==> src/rtl/sample_collect_if.sv <==
// Handshake bundle between the sample stage, the hit collector and the z-buffer.
// The collector consumes lane bundles on the in_* side and emits single hits on the out_* side.
interface sample_collect_if #(
  parameter int SIGFIG = 24,
  parameter int COLORS = 3,
  parameter int SAMPS  = 8
);
  localparam int LW = (SAMPS > 1) ? $clog2(SAMPS) : 1;

  logic                     in_valid;
  logic                     in_ready;
  logic [SAMPS-1:0]         in_hit;
  logic [SAMPS*SIGFIG-1:0]  in_x;
  logic [SAMPS*SIGFIG-1:0]  in_y;
  logic [COLORS*SIGFIG-1:0] in_color;

  logic                     out_valid;
  logic                     out_ready;
  logic [SIGFIG-1:0]        out_x;
  logic [SIGFIG-1:0]        out_y;
  logic [COLORS*SIGFIG-1:0] out_color;
  logic [LW-1:0]            out_lane;
  logic [15:0]              hit_count;

  // Upstream sample stage and downstream z-buffer, seen together as one master.
  modport master (
    output in_valid, in_hit, in_x, in_y, in_color, out_ready,
    input  in_ready, out_valid, out_x, out_y, out_color, out_lane, hit_count
  );

  modport slave (
    input  in_valid, in_hit, in_x, in_y, in_color, out_ready,
    output in_ready, out_valid, out_x, out_y, out_color, out_lane, hit_count
  );
endinterface

==> src/rtl/sample_collect.sv <==
// Serialises a bundle of per-lane sample hits into one hit per cycle, lowest lane first,
// with a zero-bubble handover from the last hit of one bundle to the first of the next.
module sample_collect #(
  parameter int SIGFIG = 24,
  parameter int COLORS = 3,
  parameter int SAMPS  = 8,
  localparam int LW    = (SAMPS > 1) ? $clog2(SAMPS) : 1
) (
  input  logic             clk,
  input  logic             rst,
  sample_collect_if.slave  bus
);

  typedef enum logic {S_EMPTY, S_DRAIN} state_t;

  state_t                   r_state;
  state_t                   w_state_next;
  logic [SAMPS-1:0]         r_pend;
  logic [SAMPS*SIGFIG-1:0]  r_x_lat;
  logic [SAMPS*SIGFIG-1:0]  r_y_lat;
  logic [SIGFIG-1:0]        r_out_x;
  logic [SIGFIG-1:0]        r_out_y;
  logic [COLORS*SIGFIG-1:0] r_out_color;
  logic [LW-1:0]            r_out_lane;
  logic [15:0]              r_hit_count;

  logic                     w_in_ready;
  logic                     w_in_fire;
  logic                     w_out_fire;
  logic                     w_load_new;
  logic                     w_load_pend;
  logic [LW-1:0]            w_new_lane;
  logic [LW-1:0]            w_pend_lane;
  logic [SIGFIG-1:0]        w_in_x   [SAMPS];
  logic [SIGFIG-1:0]        w_in_y   [SAMPS];
  logic [SIGFIG-1:0]        w_lat_x  [SAMPS];
  logic [SIGFIG-1:0]        w_lat_y  [SAMPS];

  function automatic logic [LW-1:0] lowest_lane(input logic [SAMPS-1:0] mask);
    lowest_lane = '0;
    for (int i = SAMPS - 1; i >= 0; i--) begin
      if (mask[i]) lowest_lane = LW'(i);
    end
  endfunction

  for (genvar gi = 0; gi < SAMPS; gi++) begin : g_lanes
    assign w_in_x[gi]  = bus.in_x[gi*SIGFIG +: SIGFIG];
    assign w_in_y[gi]  = bus.in_y[gi*SIGFIG +: SIGFIG];
    assign w_lat_x[gi] = r_x_lat[gi*SIGFIG +: SIGFIG];
    assign w_lat_y[gi] = r_y_lat[gi*SIGFIG +: SIGFIG];
  end

  // A new bundle is only taken while the last pending hit leaves, so draining never stalls.
  assign w_in_ready  = !rst && ((r_state == S_EMPTY) || (bus.out_ready && (r_pend == '0)));
  assign w_in_fire   = bus.in_valid && w_in_ready;
  assign w_out_fire  = (r_state == S_DRAIN) && bus.out_ready;
  assign w_load_new  = w_in_fire && (bus.in_hit != '0);
  assign w_new_lane  = lowest_lane(bus.in_hit);
  assign w_pend_lane = lowest_lane(r_pend);

  always_comb begin
    w_state_next = r_state;
    w_load_pend  = 1'b0;
    case (r_state)
      S_EMPTY: begin
        if (w_load_new) w_state_next = S_DRAIN;
      end
      S_DRAIN: begin
        if (w_out_fire) begin
          if (r_pend != '0)     w_load_pend  = 1'b1;
          else if (!w_load_new) w_state_next = S_EMPTY;
        end
      end
      default: w_state_next = S_EMPTY;
    endcase
  end

  always_ff @(posedge clk) begin
    if (rst) r_state <= S_EMPTY;
    else     r_state <= w_state_next;
  end

  always_ff @(posedge clk) begin
    if (rst) begin
      r_pend      <= '0;
      r_x_lat     <= '0;
      r_y_lat     <= '0;
      r_out_x     <= '0;
      r_out_y     <= '0;
      r_out_color <= '0;
      r_out_lane  <= '0;
      r_hit_count <= '0;
    end else begin
      if (w_out_fire) r_hit_count <= r_hit_count + 16'd1;
      // x & (x-1) clears the lowest set bit, i.e. the lane being presented.
      if (w_load_new) begin
        r_pend      <= bus.in_hit & (bus.in_hit - SAMPS'(1));
        r_x_lat     <= bus.in_x;
        r_y_lat     <= bus.in_y;
        r_out_color <= bus.in_color;
        r_out_lane  <= w_new_lane;
        r_out_x     <= w_in_x[w_new_lane];
        r_out_y     <= w_in_y[w_new_lane];
      end else if (w_load_pend) begin
        r_pend      <= r_pend & (r_pend - SAMPS'(1));
        r_out_lane  <= w_pend_lane;
        r_out_x     <= w_lat_x[w_pend_lane];
        r_out_y     <= w_lat_y[w_pend_lane];
      end
    end
  end

  assign bus.in_ready  = w_in_ready;
  assign bus.out_valid = (r_state == S_DRAIN);
  assign bus.out_x     = r_out_x;
  assign bus.out_y     = r_out_y;
  assign bus.out_color = r_out_color;
  assign bus.out_lane  = r_out_lane;
  assign bus.hit_count = r_hit_count;

endmodule

==> src/flat_wrapper.sv <==
// flat-port wrapper written by rule: the top's interface ports become plain ports
module sample_collect_flat 
#(
  parameter int SIGFIG = 24,
  parameter int COLORS = 3,
  parameter int SAMPS  = 8,
  localparam int LW    = (SAMPS > 1) ? $clog2(SAMPS) : 1
)
  (clk, rst, bus_in_valid, bus_in_hit, bus_in_x, bus_in_y, bus_in_color, bus_out_ready, bus_in_ready, bus_out_valid, bus_out_x, bus_out_y, bus_out_color, bus_out_lane, bus_hit_count);
  sample_collect_if #(.SIGFIG(SIGFIG), .COLORS(COLORS), .SAMPS(SAMPS)) bus_i ();
  input  logic clk;
  input  logic rst;
  input wire logic [$bits(bus_i.in_valid)-1:0] bus_in_valid;
  input wire logic [$bits(bus_i.in_hit)-1:0] bus_in_hit;
  input wire logic [$bits(bus_i.in_x)-1:0] bus_in_x;
  input wire logic [$bits(bus_i.in_y)-1:0] bus_in_y;
  input wire logic [$bits(bus_i.in_color)-1:0] bus_in_color;
  input wire logic [$bits(bus_i.out_ready)-1:0] bus_out_ready;
  output wire logic [$bits(bus_i.in_ready)-1:0] bus_in_ready;
  output wire logic [$bits(bus_i.out_valid)-1:0] bus_out_valid;
  output wire logic [$bits(bus_i.out_x)-1:0] bus_out_x;
  output wire logic [$bits(bus_i.out_y)-1:0] bus_out_y;
  output wire logic [$bits(bus_i.out_color)-1:0] bus_out_color;
  output wire logic [$bits(bus_i.out_lane)-1:0] bus_out_lane;
  output wire logic [$bits(bus_i.hit_count)-1:0] bus_hit_count;
  assign bus_i.in_valid = bus_in_valid;
  assign bus_i.in_hit = bus_in_hit;
  assign bus_i.in_x = bus_in_x;
  assign bus_i.in_y = bus_in_y;
  assign bus_i.in_color = bus_in_color;
  assign bus_i.out_ready = bus_out_ready;
  assign bus_in_ready = bus_i.in_ready;
  assign bus_out_valid = bus_i.out_valid;
  assign bus_out_x = bus_i.out_x;
  assign bus_out_y = bus_i.out_y;
  assign bus_out_color = bus_i.out_color;
  assign bus_out_lane = bus_i.out_lane;
  assign bus_hit_count = bus_i.hit_count;
  sample_collect #(.SIGFIG(SIGFIG), .COLORS(COLORS), .SAMPS(SAMPS)) u_core (.clk(clk), .rst(rst), .bus(bus_i));
endmodule
==> config.mk <==
export PLATFORM = sky130hd
export DESIGN_NAME = sample_collect_flat
export DESIGN_NICKNAME = d
export VERILOG_FILES = /design/src/rtl/sample_collect_if.sv /design/src/rtl/sample_collect.sv /design/src/flat_wrapper.sv
export SDC_FILE = /design/constraint.sdc
export NUM_CORES = 2
export LEC_CHECK = 0
export BUFFER_PORTS_ARGS = -buffer_cell sky130_fd_sc_hd__buf_2
export CAP_MARGIN = 40
export CORE_ASPECT_RATIO = 1.2
export CORE_UTILIZATION = 35
export CTS_CLUSTER_SIZE = 20
export DETAILED_ROUTE_END_ITERATION = 10
export RECOVER_POWER = 100
export SLEW_MARGIN = 15
export SYNTH_ARGS = -nofsm -noshare
export SYNTH_HDL_FRONTEND = slang
export SYNTH_SLANG_ARGS = --single-unit
==> constraint.sdc <==
create_clock -name clk -period 2.5 [get_ports clk]
set_clock_uncertainty 0.1 [all_clocks]
set_input_delay 0.125 -clock clk [delete_from_list [all_inputs] [get_ports clk]]
set_output_delay 0.125 -clock clk [all_outputs]
set_load 0.01 [all_outputs]
==> flow_summary.toml <==
[run_status]
status = "finished with violations"
violations = "DRC"

[synthesis]
synth_cell_type_count = 58
yosysWarningCount = 0
netlist_top_cells_area = "dfxtp_1 43%, nand2_1 18%, a21oi_1 10%"
synth_top_area_frac = 0.431
syn_avg_cell_area_um2 = 7.46
synth_edf_count = 0
synth_sequential_area_ratio = 0.431
netlist_area_um2 = 24700
synth_cells = 3308
yosys.area.top_type = "dfxtp_1"
synth_top_flop_cell = "dfxtp_1"
ys_ff_latch = 531
syn_nets = 3777
synth-async-reset-ratio = 0

[layout]
multiInputGateArea_um2 = 13100
syn2layout_area_growth_pct = 51.2
regArea_um2 = 10600
fill_cells = 6627
layout-drive-gt1-share = 0.193
finalNetCount = 4868
instances_no_fill = 5367

[pwr]
p_per_area_nw_per_um2 = 624
vdd_drop_max_v = 0.000523
leakagePower_nw = 14.5

[sta]
finalCriticalPeriod_ns = 2.48
grt_setup_unrepaired = "true"
post-route-period-util = 0.991
setup_viol = 0
slew_viol_final = 0
slew_headroom = 0.464
setup_tns_ns = 0
tightest_slew_ns = 0.804
whs_ns = 0.00240
fmax_mhz = 404
hold_viol = 0
layout_setup_ws_ns = 0.0221

[clock_tree]
clock_sink_count = 531
clk_path_buf_depth = 3
cts_root_buffer = "clkbuf_16"
clk_pin_slew_ns = 0.06
htreeDepth = 2
cts_buffers = 57
clk_latency_ns = 0.65
cts_tree = "done"

[worst_setup_path]
slowest_delay_ns = 0.39
slowest_stage = "a311o_1"
crit_required_ns = 2.96
critPathKind = "reg2reg"
arrival_ns = 2.94
crit_fanout = 6
end_kind = "flip-flop"
worstPathCellList = "nor4_4 -> a31oi_4 -> buf_6 -> nor3b_4 -> nand2_4 -> buf_12 -> a311o_1 -> a311oi_1"
crit_path_start_kind = "flip-flop"

[drt]
antenna_left = 0
routed-wl-met3_um = 8810
drc = 3
vias = 29600
wl_met2_um = 61900
routed_wl_um = 126000
vias_per_cell = 5.51
wire_per_inst_um = 23.5
routed.top_layer = "met5"
first_iter_violations = 2468
drt-met1-wl_um = 45200
first_pass_iters = 8

[run]
cap_violations = 0

[placed_design]
place.gp.congestion = 0.940
dpl_worst_slack_ns = -0.00594
dpl.hpwl_um = 84200
dpl.cell_count = 4768
port_buffers = 608

[hold_path]
hold_path_class = "in2reg"

[floorplanning]
ios = 609
coreArea_um2 = 69800
start_util = 0.354
rows = 106
die_h_um = 293
die_area_um2 = 71500
dieWidth_um = 244

[global_routing]
grtUsageTotal = 0.330
grt_pass1_vias = 28900
antenna_found_initial = 9
grt_pass1_wl_um = 179000
grt_start_max_net_pins = 143
gr-total-overflow = 0
## final timing paths
check                                start                  endpoint  slack [ns]  cells after the start
setup / recovery          u_core.r_pend[7]      u_core.bus.out_y[11]        0.02                      8
hold / removal               bus_in_hit[2]          u_core.r_pend[2]       0.002                      3
hold reg to reg   u_core.bus.out_color[65]  u_core.bus.out_color[65]        0.35                      2
setup reg to reg          u_core.r_pend[7]      u_core.bus.out_y[11]        0.02                      8
## cells by family after synthesis
kind of cell,synth area share
adders and majority gates,0.000507
buffers and inverters,0.0488
and+or+nand+nor,0.213
muxes,0.0381
AOI/OAI and AO/OA,0.265
xor gates and xnor gates,0.00426
DFF,0.431
## per-stage QoR
stage,util,instance area (µm²),power [W]
final,0.535,37300,0.0233
after global routing,0.534,37300,0.0240
after CTS,0.530,37000,0.0232
after detailed placement,0.435,30400,0.0138
after global placement,0.435,30300,0.0137
after floorplan,-,24700,0.0113
## layout by cell type (no fill, tap or decap), drive strengths merged, types with 4 or more instances in the layout
cell,n
nand3,11
clkbuf,235
xor2,9
buf,715
diode,11
o22ai,47
a22o,12
a311oi,25
o31a,12
a211oi,83
a311o,36
dlymetal6s4s,4
dfxtp,531
a32oi,5
a31oi,73
nand2,1155
o21a,37
or3,6
o21bai,23
dlygate4sd3,462
nor2,73
and3,50
a22oi,34
nor3,7
o21ai,75
a21oi,508
mux2i,94
o221ai,46
inv,6
bufinv,5
a221oi,15
## layout make-up
class,count,share of cell area
Clock buffer,86,0.0452
Multi-Input combinational cell,2473,0.350
Sequential cell,531,0.285
Inverter,5,0.000503
Clock inverter,12,0.00587
Timing Repair Buffer,1331,0.281
Tap cell,918,0.0308
Antenna cell,11,0.000738
## timing repair
item,CTS,global route
buffers inserted,3,12
endpoints found under the setup margin,12,243
endpoints found under the hold margin,510,1
pin swaps,1,9
gates resized for setup,5,37
cloned,1,11
hold buffers,465,1
## synthesized netlist by cell type, drive strengths merged (47+ instances only)
master	n
nand2	1155
dfxtp	531
a21oi	508
clkbuf	250
mux2i	94
a211oi	83
o21ai	74
a31oi	73
nor2	73
and3	50
buf	50
o22ai	47
## sequential cells by signal, summed over array words and instances (netlist names)
| register | count |
|---|---|
| u_core.bus.out_valid | 1 |
| u_core.bus.out_y | 24 |
| u_core.r_pend | 7 |
| u_core.bus.hit_count | 16 |
| u_core.r_y_lat | 192 |
| u_core.bus.out_lane | 3 |
| u_core.r_x_lat | 192 |
| u_core.bus.out_x | 24 |
| u_core.bus.out_color | 72 |
## critical path: cells and delay by family, from the launching register on
family | cells | cell delay (ns)
compound gates | 3 | 0.80
buf+inv | 2 | 0.37
simple gates | 3 | 0.75
flops | 1 | 0.37
## routing by layer
metal / up-vias / GRT usage
met3: 418 / 0.0567
met1: 14000 / 0.349
li1: 13700 / -
met2: 1443 / 0.587
met4: 2 / 0.242
met5: - / 0
## power by group
group / total [W] / internal, W / leakage, nW / switching (W)
combinational: 0.00523 / 0.00225 / 9.24 / 0.00298
sequential: 0.00916 / 0.00891 / 4.34 / 0.000256
clock: 0.00888 / 0.00514 / 0.922 / 0.00374
total: 0.0233 / 0.0163 / 14.5 / 0.00698
(Power assumes the default switching activity.)
